===== src/rtl/ofifo_drain_ctrl_if.sv =====
// ofifo_drain_ctrl_if: FIFO-head and psum SRAM write port bundle.
interface ofifo_drain_ctrl_if #(
   parameter int col     = 8,
   parameter int psum_bw = 16,
   parameter int addr_w  = 11
);
   logic                     ofifo_valid;
   logic [col*psum_bw-1:0]   sfp_out;
   logic                     ofifo_rd;
   logic                     sram_CEN;
   logic                     sram_WEN;
   logic [addr_w-1:0]        sram_A;
   logic [col*psum_bw-1:0]   sram_D;
   modport master (
      input  ofifo_valid, sfp_out,
      output ofifo_rd, sram_CEN, sram_WEN, sram_A, sram_D
   );
   modport slave (
      output ofifo_valid, sfp_out,
      input  ofifo_rd, sram_CEN, sram_WEN, sram_A, sram_D
   );
endinterface


===== src/rtl/ofifo_drain_ctrl.sv =====
// ofifo_drain_ctrl: pops num_rows rows from the output FIFO into consecutive psum SRAM words.
module ofifo_drain_ctrl #(
   parameter int col     = 8,
   parameter int psum_bw = 16,
   parameter int addr_w  = 11
) (
   input  logic                clk,
   input  logic                reset,
   input  logic                start,
   input  logic [addr_w-1:0]   base_addr,
   input  logic [addr_w:0]     num_rows,
   ofifo_drain_ctrl_if.master  bus,
   output logic                busy,
   output logic                done,
   output logic [addr_w:0]     rows_left
);
   typedef enum logic [1:0] {IDLE, DRAIN, DONE} state_t;
   state_t                 state;
   logic [addr_w-1:0]      wr_ptr;
   logic [col*psum_bw-1:0] head;
   assign head = bus.sfp_out;
   assign bus.ofifo_rd = (state == DRAIN) && bus.ofifo_valid && (rows_left != '0);
   always_ff @(posedge clk or negedge reset) begin
      if (!reset) begin
         state        <= IDLE;
         wr_ptr       <= '0;
         rows_left    <= '0;
         busy         <= 1'b0;
         done         <= 1'b0;
         bus.sram_CEN <= 1'b1;
         bus.sram_WEN <= 1'b1;
         bus.sram_A   <= '0;
         bus.sram_D   <= '0;
      end else begin
         bus.sram_CEN <= !bus.ofifo_rd;
         bus.sram_WEN <= !bus.ofifo_rd;
         if (bus.ofifo_rd) begin
            bus.sram_A <= wr_ptr;
            bus.sram_D <= head;
            wr_ptr     <= wr_ptr + 1'b1;
            rows_left  <= rows_left - 1'b1;
         end
         // The final pop moves to DONE so done lines up with the last SRAM write.
         case (state)
            IDLE: if (start) begin
               wr_ptr    <= base_addr;
               rows_left <= num_rows;
               busy      <= 1'b1;
               done      <= (num_rows == '0);
               state     <= (num_rows == '0) ? DONE : DRAIN;
            end
            DRAIN: if (bus.ofifo_rd && rows_left == 1) begin
               done  <= 1'b1;
               state <= DONE;
            end
            DONE: begin
               busy  <= 1'b0;
               done  <= 1'b0;
               state <= IDLE;
            end
            default: state <= IDLE;
         endcase
      end
   end
endmodule


===== src/flat_wrapper.sv =====
// flat-port wrapper written by rule: the top's interface ports become plain ports
module ofifo_drain_ctrl_flat 
#(
   parameter int col     = 8,
   parameter int psum_bw = 16,
   parameter int addr_w  = 11
)
  (clk, reset, start, base_addr, num_rows, busy, done, rows_left, bus_ofifo_valid, bus_sfp_out, bus_ofifo_rd, bus_sram_CEN, bus_sram_WEN, bus_sram_A, bus_sram_D);
  ofifo_drain_ctrl_if #(.col(col), .psum_bw(psum_bw), .addr_w(addr_w)) bus_i ();
  input  logic clk;
  input  logic reset;
  input  logic start;
  input  logic [addr_w-1:0] base_addr;
  input  logic [addr_w:0] num_rows;
  output logic busy;
  output logic done;
  output logic [addr_w:0] rows_left;
  input wire logic [$bits(bus_i.ofifo_valid)-1:0] bus_ofifo_valid;
  input wire logic [$bits(bus_i.sfp_out)-1:0] bus_sfp_out;
  output wire logic [$bits(bus_i.ofifo_rd)-1:0] bus_ofifo_rd;
  output wire logic [$bits(bus_i.sram_CEN)-1:0] bus_sram_CEN;
  output wire logic [$bits(bus_i.sram_WEN)-1:0] bus_sram_WEN;
  output wire logic [$bits(bus_i.sram_A)-1:0] bus_sram_A;
  output wire logic [$bits(bus_i.sram_D)-1:0] bus_sram_D;
  assign bus_i.ofifo_valid = bus_ofifo_valid;
  assign bus_i.sfp_out = bus_sfp_out;
  assign bus_ofifo_rd = bus_i.ofifo_rd;
  assign bus_sram_CEN = bus_i.sram_CEN;
  assign bus_sram_WEN = bus_i.sram_WEN;
  assign bus_sram_A = bus_i.sram_A;
  assign bus_sram_D = bus_i.sram_D;
  ofifo_drain_ctrl #(.col(col), .psum_bw(psum_bw), .addr_w(addr_w)) u_core (.clk(clk), .reset(reset), .start(start), .base_addr(base_addr), .num_rows(num_rows), .bus(bus_i), .busy(busy), .done(done), .rows_left(rows_left));
endmodule

===== config.mk =====
export PLATFORM = sky130hd
export DESIGN_NAME = ofifo_drain_ctrl_flat
export DESIGN_NICKNAME = d
export VERILOG_FILES = /design/src/rtl/ofifo_drain_ctrl_if.sv /design/src/rtl/ofifo_drain_ctrl.sv /design/src/flat_wrapper.sv
export SDC_FILE = /design/constraint.sdc
export NUM_CORES = 1
export LEC_CHECK = 0
export CORE_AREA = 2 2 108 162
export CTS_CLUSTER_DIAMETER = 150
export CTS_CLUSTER_SIZE = 24
export DETAILED_ROUTE_END_ITERATION = 10
export DIE_AREA = 0 0 110 164
export PLACE_DENSITY = 0.81
export REMOVE_ABC_BUFFERS = 1
export SLEW_MARGIN = 30
export SYNTH_ARGS = -nofsm -noshare
export SYNTH_HDL_FRONTEND = slang
export SYNTH_SLANG_ARGS = --single-unit

===== constraint.sdc =====
create_clock -name clk -period 2.6 [get_ports clk]
set_input_delay 0.52 -clock clk [delete_from_list [all_inputs] [get_ports clk]]
set_output_delay 0.52 -clock clk [all_outputs]
set_load 0.05 [all_outputs]

[Word level (Yosys, flattened, before mapping)]
Index checks and enable logic that the tools add are counted.
W data, S select, Z words.
Word-level totals
  register bits: 167
  bits in latches: 0
  RAM bits: 0
  bits in read-only memories: 0
  input port bits: 155
  output and inout bits: 156
  word-level logic and storage cells: 42
  memories kept: 0
Operators by class
  add/subtract/negate cells: 2
  multipliers: 0
  divide/modulo/power cells: 0
  order comparisons: 0
  eq/ne operators: 5
  shifts and indexed selects: 0
  mux-type cells: 15
  bitwise gates (word level): 0
  reduce and logical (&&, ||, !) cells: 12
Operators by type and width (number)
  $mux W12: 3
  $mux W11: 3
  $eq A12 B1 Y1 const B: 1
  $logic_not A12 Y1: 1
  $reduce_bool A12 Y1: 1
  $sub A12 B1 Y12 const B: 1
  $add A11 B1 Y11 const B: 1
  $mux W2: 3
  $ne A2 B2 Y1 const B: 2
  $pmux W2 S2: 1
  $reduce_and A2 Y1: 2
  $logic_and A1 B1 Y1: 3
  $mux W1: 3
  $pmux W1 S3: 1
  $reduce_and A3 Y1: 1
  $reduce_bool A3 Y1: 1
  $eq A2 B1 Y1 const B: 1
  $eq A2 B2 Y1 const B: 1
  $logic_not A2 Y1: 1
  $pmux W1 S2: 1
  $reduce_bool A2 Y1: 1
  $logic_not A1 Y1: 1

[Logic depth before layout (Yosys ltp)]
Gate-level depths: netlist of the first run.
  depth after elaboration: 6
  depth in mapped cells: 9
  mapped depth without buffers: 7

[Worst setup path after synthesis of the first run]
No wires, ideal clock.
  path type: register -> output
  from: reg u_core.rows_left[0]
  to: out bus_ofifo_rd
  data arrival time: 2.108 ns
  required time: 2.080 ns
  slack: -0.028 ns
  cell stages (with the launch flop): 7
  buffers on the path: 2
  cells stage by stage: dfrtp_1 -> inv_1 -> ha_1 -> nor3b_1 -> a31oi_2 -> clkbuf_1 -> buf_2
On the way
  cells in the longest elaborated chain, start to end: 2
Ends and longest elaborated chain
  start, declared: line ofifo_drain_ctrl.sv:15  | output logic [addr_w:0] rows_left
  start signal, assigned: line ofifo_drain_ctrl.sv:41  | rows_left <= rows_left - 1'b1;
  start signal, assigned: line ofifo_drain_ctrl.sv:47  | rows_left <= num_rows;
  $reduce_bool A12 Y1: line ofifo_drain_ctrl.sv:22  | assign bus.ofifo_rd = (state == DRAIN) && bus.ofifo_valid && (rows_left != '0);
  $logic_and A1 B1 Y1: line ofifo_drain_ctrl.sv:22
  end, declared: line flat_wrapper.sv:20  | output wire logic [$bits(bus_i.ofifo_rd)-1:0] bus_ofifo_rd;
Every way passes these cells.

[Worst setup path after layout of the first run]
Same ends and word-level chain as after synthesis.

==> summary.txt, run 1 <==
Final layout
  – Final Cell Area: 10900 um^2
  – Non-Filler Instances: 1311
  – Share of cells above drive strength 1: 0.0591
  – Nets: 1249
  – Syn-to-layout area delta: 58.8%
  – Final Util: 0.656

Synth
  – Post-synth EDFFs: 0
  – Synth Flop Type: dfrtp_1
  – Yosys cell types: 38
  – Register area share after synthesis: 0.609
  – Synth area leader: dfrtp_1
  – Yosys reg bits: 167
  – Syn Area/Cell: 8.90 um^2
  – Mapped Cells: 772
  – Yosys warns: 0
  – Cell Area, Synth: 6870 um^2
  – Top cells by area, synth: dfrtp_1, nand2_1, xor2_1
  – Asr flop ratio synth: 1.00
  – Yosys top cell area share: 0.605

Placement
  – GP Congestion: 0.829
  – Port buffer count: 310
  – DP Wirelength: 14.7 mm
  – Post-Place Worst Slack: 0.218 ns
  – # placed instances: 1275
  – Placement Cell Area: 10300 um^2

Critical path
  – Critical path startpoint: u_core.rows_left[0]
  – Worst Path Required: 2.08 ns
  – Worst-case reg-to-reg path depth: 9
  – Startpoint Class: flop
  – Setup slack, reg-to-reg: 0.43 ns
  – R2r endpoint: u_core.wr_ptr[2]
  – Crit path to: bus_ofifo_rd
  – Element type at the critical path end: primary output
  – Crit path max fanout: 6
  – Setup CP Type: flop to primary output
  – CP Data Arrival Time: 1.87 ns
  – Critical R2R Launch: u_core.rows_left[0]

Timing
  – TNS Setup: 0 ns
  – Post-route setup slack: 0.210 ns
  – Final hold vios: 0
  – Clk_skew: 0.0115 ns
  – Fin crit share: 0.919
  – Final setup viols: 0
  – Slew HR: 0.587
  – RSZ-0062 raised after global routing: false
  – FMAX: 418 MHz
  – Max-slew violations: 0
  – Crit path time final: 2.39 ns
  – Worst Max-Slew Pin Slew: 0.618 ns

Routing
  – Routed Antenna Nets: 0
  – Post-Route WL: 19.9 mm
  – Via count: 6122
  – Number of DRC markers in iteration 0: 379
  – Vias per std cell: 4.67
  – DR WL/cell: 15.2 um
  – 1st-pass router iterations: 4
  – Post-route DRC: 0

Pwr
  – Power Density: 1450 nW/um^2
  – Static Leak: 0.00519 uW
  – Maximum vdd drop: 0.769 mV

Global route
  – GRT overflow: 0
  – Number of global-route vias before repair: 6064
  – GRT Total Usage: 0.221
  – Largest net degree at the start of global routing: 59
  – Initial antenna violation count: 1
  – First-pass GRT wire length: 30.7 mm

Clock tree
  – Clock sink count: 167
  – Max Root-Sink Buffers: 2
  – Root buffer cell: clkbuf_16
  – CTS clk-pin slew, worst paths: 0.08 ns
  – CTS tree: yes
  – Clock Latency Late Sink: 0.41 ns
  – H-Tree Depth: 4
  – CTS buffer count: 17

Die
  – Die span in y: 164 um
  – Starting density of the core: 0.413
  – Die area: 18000 um^2
  – Chip width: 110 um
  – Top Ports: 311
  – Site Rows: 58
  – Core area: 16600 um^2

Hold path
  – Worst Hold Class: primary input to asynchronous set/reset pin

Run status
  – Status: finished clean

Flow run
  – Max-cap violations: 0
==> layout make-up <==
class	count	area [um^2]
antenna	1	2.50
clock inverter	12	134
fill	1368	5710
multi-input combinational	562	2480
clock buffer	20	457
sequential	167	4180
timing repair buffer	332	3370
inverter	7	28.8
tap	210	263
==> flip-flops by register name (all words and copies together), names as in the netlist <==
name                 flops
u_core.bus.sram_D      128
u_core.rows_left        12
u_core.bus.sram_A       11
u_core.wr_ptr           11
u_core.state             2
u_core.bus.sram_WEN      1
u_core.busy              1
u_core.done              1
==> cells in the mapped netlist, types with 2 or more instances <==
cell type  number
nand2_1       438
nor4_1          5
buf_2          19
nor2_1         29
nand3_1         6
clkbuf_1        6
and3_1          3
buf_4          11
a21oi_1        25
xor2_1         16
xnor2_1         3
nand4_1         5
ha_1            7
o21ai_0         2
inv_1           6
nand3b_1        2
dfrtp_1       166
a31oi_1         3
==> critical path, cell delays in order (launching register included) <==
cell	delay [ns]
dfrtp_1	0.46
inv_1	0.08
ha_1	0.26
nor3b_2	0.20
a31oi_4	0.28
buf_12	0.18
==> worst min-delay path by stage <==
stage,startpoint,slack [ns],endpoint
4_1_cts,reset,0.08,u_core.bus.sram_D[90]
2_1_floorplan,reset,0.22,u_core.bus.sram_A[0]
3_3_place_gp,u_core.bus.sram_D[64],0.46,u_core.bus.sram_D[64]
3_5_place_dp,u_core.bus.sram_D[31],0.46,u_core.bus.sram_D[31]
6_report,reset,0.06,u_core.bus.sram_D[90]
5_1_grt,reset,0.09,u_core.bus.sram_D[90]
==> report_power, final <==
| group | internal [uW] | total, uW | switching [uW] |
|---|---|---|---|
| sequential | 3800 | 4590 | 792 |
| clock | 1410 | 2520 | 1110 |
| combinational | 2870 | 8750 | 5880 |
| total | 8080 | 15900 | 7780 |
==> cells in the final DEF (no fill, tap or decap), types with 2 or more instances in the layout <==
cell / count
nand4_1: 5
buf_12: 8
dfrtp_1: 166
inv_1: 6
a21oi_1: 25
xnor2_1: 3
o21ai_0: 2
nand3b_1: 2
nand3_1: 6
nand2_1: 438
a31oi_1: 3
clkdlybuf4s50_1: 308
inv_8: 3
xor2_1: 16
clkinv_4: 5
inv_6: 3
clkbuf_8: 2
buf_4: 15
clkbuf_16: 17
and3_1: 3
nor2_1: 29
ha_1: 7
nor4_1: 5
==> logic make-up (layout without fill, tap and decap cells) <==
| group | Yosys count | in the layout | share of synthesized area |
|---|---|---|---|
| simple gates | 499 | 499 | 0.288 |
| flops | 167 | 167 | 0.609 |
| buf+inv | 43 | 371 | 0.0330 |
| compound gates | 35 | 35 | 0.0301 |
| xor+xnor | 19 | 19 | 0.0242 |
| fa+ha+maj | 7 | 7 | 0.0127 |
| mux | 2 | 2 | 0.00310 |
| other cells | 0 | 1 | 0 |
==> routing by layer <==
layer	share of wire	GRT usage	wire, um	up-vias
met3	0.049	0.0448	977	52
met4	0.045	0.112	903	0
met5	0	0	0	-
met2	0.53	0.378	10500	180
li1	-	-	-	3034
met1	0.38	0.260	7560	2856
==> metrics by stage <==
stage | hold slack (ns) | power, uW
global placement | 0.456 | 13200
global route | 0.0923 | 16700
finish | 0.0633 | 15900
detailed placement | 0.461 | 13400
CTS | 0.0832 | 16000
floorplan | 0.224 | 10100
==> repair_timing <==
item / in CTS / in global routing
buffers inserted: 0 / 3
hold buffers: 0 / 0
pin swaps: 0 / 1
setup endpoints to repair: 1 / 1
resized for setup: 1 / 0
No activity file was read; power rests on OpenSTA's default activity.
==> inputs of run 2 (changes only) <==
--- a/config.mk
+++ b/config.mk
@@ -5,12 +5,15 @@
 export SDC_FILE = /design/constraint.sdc
 export NUM_CORES = 1
 export LEC_CHECK = 0
-export CORE_AREA = 2 2 108 162
+export ABC_AREA = 0
+export CELL_PAD_IN_SITES_DETAIL_PLACEMENT = 2
+export CELL_PAD_IN_SITES_GLOBAL_PLACEMENT = 2
+export CORE_AREA = 2 2 145 217
 export CTS_CLUSTER_DIAMETER = 150
 export CTS_CLUSTER_SIZE = 24
 export DETAILED_ROUTE_END_ITERATION = 10
-export DIE_AREA = 0 0 110 164
-export PLACE_DENSITY = 0.81
+export DIE_AREA = 0 0 147 219
+export PLACE_DENSITY = 0.79
 export REMOVE_ABC_BUFFERS = 1
 export SLEW_MARGIN = 30
 export SYNTH_ARGS = -nofsm -noshare
==> run 2 against run 1 <==
  * Wire length rose by 35%
  * Sequential power rose by 1%
  * Combinational power rose by 2.4%
  * Total power rose by 2.4%
  * Utilization fell by 29 points
  * Critical endpoint unchanged
==> summary.txt, run 2 (same netlist as run 1, synthesis figures left out) <==
Timing
  – Max-slew violations: 0
  – RSZ-0062 raised after global routing: false
  – TNS Setup: 0 ns
  – Worst Max-Slew Pin Slew: 0.596 ns
  – FMAX: 406 MHz
  – Crit path time final: 2.46 ns
  – Clk_skew: 0.0129 ns
  – Slew HR: 0.599
  – Final hold vios: 0
  – WHS: 0.0404 ns
  – Final setup viols: 0
  – Fin crit share: 0.947

Clock tree
  – Root buffer cell: clkbuf_16
  – CTS clk-pin slew, worst paths: 0.07 ns
  – Clock Latency Late Sink: 0.44 ns
  – H-Tree Depth: 4
  – Clock sink count: 167
  – Max Root-Sink Buffers: 2
  – CTS buffer count: 17
  – CTS tree: yes
  – CTS Hold Bufs: 0

Final layout
  – Final Cell Area: 11200 um^2
  – Largest registers: u_core.bus.sram_D (128), u_core.rows_left (12)
  – Syn-to-layout area delta: 62.6%
  – Commonest non-fill, non-tap cell in the layout: nand2_1
  – Final Util: 0.369
  – Antenna cells: 0
  – Nets: 1245
  – Fillers: 3356
  – Most flops, register: u_core.bus.sram_D
  – Most frequent cells in the layout: nand2_1, clkdlybuf4s50_1, dfrtp_1
  – Share of cells above drive strength 1: 0.0584
  – Max reg flops: 128

Placement
  – Placement Cell Area: 10500 um^2
  – GP Congestion: 0.732
  – DP Wirelength: 19.9 mm
  – Port buffer count: 310

Flow run
  – Max-cap violations: 0

Routing
  – Routed Antenna Nets: 0
  – Number of DRC markers in iteration 0: 191
  – 1st-pass router iterations: 4
  – Post-Route WL: 26.8 mm
  – Via count: 6427
  – Vias per std cell: 4.30
  – Post-route DRC: 0
  – DR WL/cell: 17.9 um

Critical path
  – WP buf/inv: 3
  – Worst Path Required: 2.08 ns
  – Crit path max fanout: 14
  – CP Cell Sequence: inv_1 -> ha_2 -> nor3b_4 -> a31oi_4 -> buf_12 -> buf_12
  – Worst-case reg-to-reg path depth: 5
  – Element type at the critical path end: primary output
  – Critical path's slowest cell: dfrtp_1
  – Setup CP Type: flop to primary output
  – CP Data Arrival Time: 1.94 ns
  – Max incr delay on CP: 0.43 ns
  – Most used cell, CP: buf_12
  – Startpoint Class: flop
  – CP Depth: 6
  – Worst path top cell family by delay: buffers and inverters

Die
  – Top Ports: 311
  – Core area: 30300 um^2
  – Site Rows: 78
  – Die span in y: 219 um
  – Starting density of the core: 0.227
  – Chip width: 147 um
  – Die area: 32200 um^2

Global route
  – GRT Total Usage: 0.169
  – Largest net degree at the start of global routing: 73
  – Number of global-route vias before repair: 7229
  – Initial antenna violation count: 0
  – GRT overflow: 0
  – First-pass GRT wire length: 41.6 mm

Pwr
  – Total power: 16200 uW
  – Switching share of total power: 0.492
  – Clk pwr share: 0.162
  – Cell-internal power: 8250 uW
  – NetSw: 7980 uW
  – Combinational power share: 0.552
  – Maximum vdd drop: 0.548 mV
  – Power Density: 1450 nW/um^2
  – Static Leak: 0.00520 uW
  – Share of power burned in registers: 0.286

Run status
  – Status: finished clean

Hold path
  – Worst Hold Class: primary input to asynchronous set/reset pin
## run 2: cell count changes in the layout (fill, tap and decap cells not counted), sizes merged
cell	previous run	this run
inv	13	7
diode	1	0
buf	24	19
bufinv	1	2
clkinv	5	6
clkbuf	20	25
## run 2: final timing paths
kind                                             from                     end  slack [ns]
worst max-delay path              u_core.rows_left[1]            bus_ofifo_rd        0.14
worst min-delay path                            reset  u_core.bus.sram_D[102]        0.04
worst max register to register    u_core.rows_left[2]    u_core.rows_left[11]        0.50
worst min register to register  u_core.bus.sram_D[80]   u_core.bus.sram_D[80]        0.47
max in group asynchronous                       reset   u_core.bus.sram_D[40]        1.79
min in group clk                u_core.bus.sram_D[80]   u_core.bus.sram_D[80]        0.47
## run 2: final cells by class
class / instances / area [um^2] / share of cell area
flip-flops and latches: 167 / 4180 / 0.374
repair buffers: 328 / 3350 / 0.300
multi-input cells: 562 / 2500 / 0.224
clock buffers: 24 / 512 / 0.0458
well taps: 400 / 500 / 0.0448
clock inverters: 8 / 93.8 / 0.00840
inverters: 7 / 28.8 / 0.00258
## run 2: worst reg2reg max path, delay by kind of cell (launching register included)
kind / cells / cell delay [ns]
AND/OR/NAND/NOR: 2 / 0.75
XOR/XNOR: 1 / 0.18
AO/OA/AOI/OAI: 2 / 0.61
flip-flops: 1 / 0.49
## run 2: routing by layer
layer  vias to the layer above  share of wire  track usage
met4                         0          0.042       0.0782
met2                       174           0.56        0.321
met3                        50          0.039       0.0337
li1                       3013              -            -
met1                      3190           0.36        0.178
met5                         -              0            0
## run 2: repair_timing
item,in CTS,in global routing
endpoints found under the hold margin,0,0
gates resized for setup,3,2
pin swaps,0,0
endpoints found under the setup margin,1,1
cloned,0,1
buffers inserted,0,1
## run 2: stage by stage
step           setup slack (ns)  std cells
6_report                  0.137       1496
5_1_grt                  0.0476       1496
4_1_cts                  0.0115       1494
3_5_place_dp              0.210       1462
3_3_place_gp              0.267       1462
2_1_floorplan             -5.12        736
## run 2: power groups by stage
stage          Clock (uW)  Combinational [uW]  Sequential (uW)
6_report             2640                8960             4640
4_1_cts              2760                9060             4660
2_1_floorplan           0                1760             8380
3_5_place_dp            0                9020             4690
3_3_place_gp            0                8820             4600
5_1_grt              2830                9500             4830
==> inputs of run 3 (changes only) <==
--- a/config.mk
+++ b/config.mk
@@ -9,10 +9,12 @@
 export CELL_PAD_IN_SITES_DETAIL_PLACEMENT = 2
 export CELL_PAD_IN_SITES_GLOBAL_PLACEMENT = 2
 export CORE_AREA = 2 2 145 217
+export CTS_BUF_LIST = sky130_fd_sc_hd__clkbuf_8 sky130_fd_sc_hd__clkbuf_16
 export CTS_CLUSTER_DIAMETER = 150
 export CTS_CLUSTER_SIZE = 24
 export DETAILED_ROUTE_END_ITERATION = 10
 export DIE_AREA = 0 0 147 219
+export GPL_TIMING_DRIVEN = 0
 export PLACE_DENSITY = 0.79
 export REMOVE_ABC_BUFFERS = 1
 export SLEW_MARGIN = 30
==> run 3 against run 2 <==
  * Register-to-register slack got worse by 0.28 ns
  * Largest cell class unchanged
  * Highest routed layer is now met5
  * Sequential share of layout area decreased by 0.45 points
  * Via count increased by 0.12%
  * First-iteration DRC count increased by 10%
  * Non-clock buffer count increased by 4
  * Largest power group unchanged
  * Critical endpoint unchanged
==> summary.txt, run 3 (same netlist as run 1, synthesis figures left out) <==
Run status
  – Status: finished clean

Die
  – Starting density of the core: 0.227
  – Site Rows: 78
  – Core area: 30300 um^2
  – Chip width: 147 um
  – Top Ports: 311
  – Die area: 32200 um^2
  – Die span in y: 219 um

Final layout
  – Commonest non-fill, non-tap cell in the layout: nand2_1
  – Share of cells above drive strength 1: 0.0591
  – Most frequent cells in the layout: nand2_1, clkdlybuf4s50_1, dfrtp_1
  – Max reg flops: 128
  – Most flops, register: u_core.bus.sram_D
  – Largest registers: u_core.bus.sram_D (128), u_core.rows_left (12)
  – Non-Filler Instances: 1503
  – Syn-to-layout area delta: 64.6%
  – Nets: 1249
  – Final Cell Area: 11300 um^2

Clock tree
  – Max Root-Sink Buffers: 2
  – CTS clk-pin slew, worst paths: 0.07 ns
  – Clock sink count: 167
  – H-Tree Depth: 4
  – Root buffer cell: clkbuf_16
  – Clock Latency Late Sink: 0.44 ns
  – CTS tree: yes
  – CTS buffer count: 17

Pwr
  – Power Density: 1440 nW/um^2
  – Share of power burned in registers: 0.285
  – Cell-internal power: 8210 uW
  – NetSw: 8040 uW
  – Clk pwr share: 0.153
  – Static Leak: 0.00526 uW
  – Switching share of total power: 0.495
  – Combinational power share: 0.561
  – Maximum vdd drop: 0.598 mV
  – Total power: 16300 uW

Global route
  – GRT Total Usage: 0.170
  – GRT overflow: 0
  – Number of global-route vias before repair: 7318
  – Initial antenna violation count: 4
  – Largest net degree at the start of global routing: 74
  – First-pass GRT wire length: 41.7 mm

Routing
  – Post-Route WL: 26.9 mm
  – Number of DRC markers in iteration 0: 211
  – DR WL/cell: 17.9 um
  – Routed Antenna Nets: 0
  – Via count: 6435
  – Post-route DRC: 0
  – 1st-pass router iterations: 4
  – Vias per std cell: 4.28

Timing
  – Fin crit share: 0.952
  – WHS: 0.475 ns
  – Crit path time final: 2.47 ns
  – Final setup viols: 0
  – Worst Max-Slew Pin Slew: 0.713 ns
  – Max-slew violations: 0
  – Clk_skew: 0.0114 ns
  – Final hold vios: 0
  – FMAX: 404 MHz
  – Slew HR: 0.522

Placement
  – Placement Cell Area: 10600 um^2
  – DP Wirelength: 19.7 mm
  – # placed instances: 1458
  – GP Congestion: 0.738
  – Port buffer count: 310

Critical path
  – CP Data Arrival Time: 1.95 ns
  – Crit path max fanout: 11
  – Worst-case reg-to-reg path depth: 10
  – Startpoint Class: flop
  – Setup CP Type: flop to primary output
  – Element type at the critical path end: primary output
  – Worst Path Required: 2.08 ns

Flow run
  – Max-cap violations: 0

Hold path
  – Worst Hold Class: flop to flop
  – Cell depth of the worst hold path: 2
## run 3: worst max-delay path, cell delays in order (launching register included)
cell     delay [ns]
dfrtp_1        0.40
inv_1          0.11
ha_2           0.26
nand2_2        0.13
a31oi_4        0.27
buf_12         0.18
buf_6          0.16
## run 3: layer usage
metal / vias up / global-route usage / share of wire
met5: - / 0 / 0.00041
met4: 2 / 0.0769 / 0.036
met3: 47 / 0.0345 / 0.038
met2: 169 / 0.332 / 0.57
met1: 3181 / 0.173 / 0.36
li1: 3036 / - / -
## run 3: stage by stage
| stage | utilization | worst slack (ns) | setup TNS [ns] |
|---|---|---|---|
| final | 0.374 | 0.126 | 0 |
| after global routing | 0.374 | -0.00456 | -0.00456 |
| after CTS | 0.373 | 0.0380 | 0 |
| after global placement | 0.340 | -11.28 | -2771.79 |
| after floorplan | - | -5.12 | -735.97 |
| after detailed placement | 0.350 | -0.713 | -30.14 |
## run 3: cell type report
| type | instances | area [um^2] |
|---|---|---|
| clock buffer | 21 | 480 |
| timing repair buffer | 332 | 3520 |
| inverter | 7 | 38.8 |
| tap | 400 | 500 |
| sequential | 167 | 4180 |
| clock inverter | 11 | 83.8 |
| antenna | 3 | 7.51 |
| fill | 3345 | 18900 |
| multi-input combinational | 562 | 2500 |
## run 3: worst paths after layout
path,endpoint,from,slack [ns]
hold / removal,u_core.bus.sram_D[42],u_core.bus.sram_D[42],0.47
setup reg to reg,u_core.wr_ptr[1],u_core.rows_left[0],0.22
hold reg to reg,u_core.bus.sram_D[42],u_core.bus.sram_D[42],0.47
setup / recovery,bus_ofifo_rd,u_core.state[1],0.13
min in group asynchronous,u_core.bus.sram_D[41],reset,0.58
max in group asynchronous,u_core.bus.sram_D[34],reset,0.99
## run 3: timing repair
item	4_1_cts	5_1_grt
cloned	2	0
gates resized for setup	15	1
hold endpoints to repair	47	0
hold buffers	1	0
setup buffers	6	1
pin swaps	2	1
setup endpoints to repair	91	46
## run 3: power by group through the flow
| stage | Sequential [uW] | Clock, uW | Combinational (uW) |
|---|---|---|---|
| floorplan | 8380 | 0 | 1760 |
| global placement | 4590 | 0 | 8860 |
| detailed placement | 4690 | 0 | 9070 |
| CTS | 4660 | 2600 | 9270 |
| global route | 4830 | 2670 | 9670 |
| finish | 4640 | 2490 | 9120 |
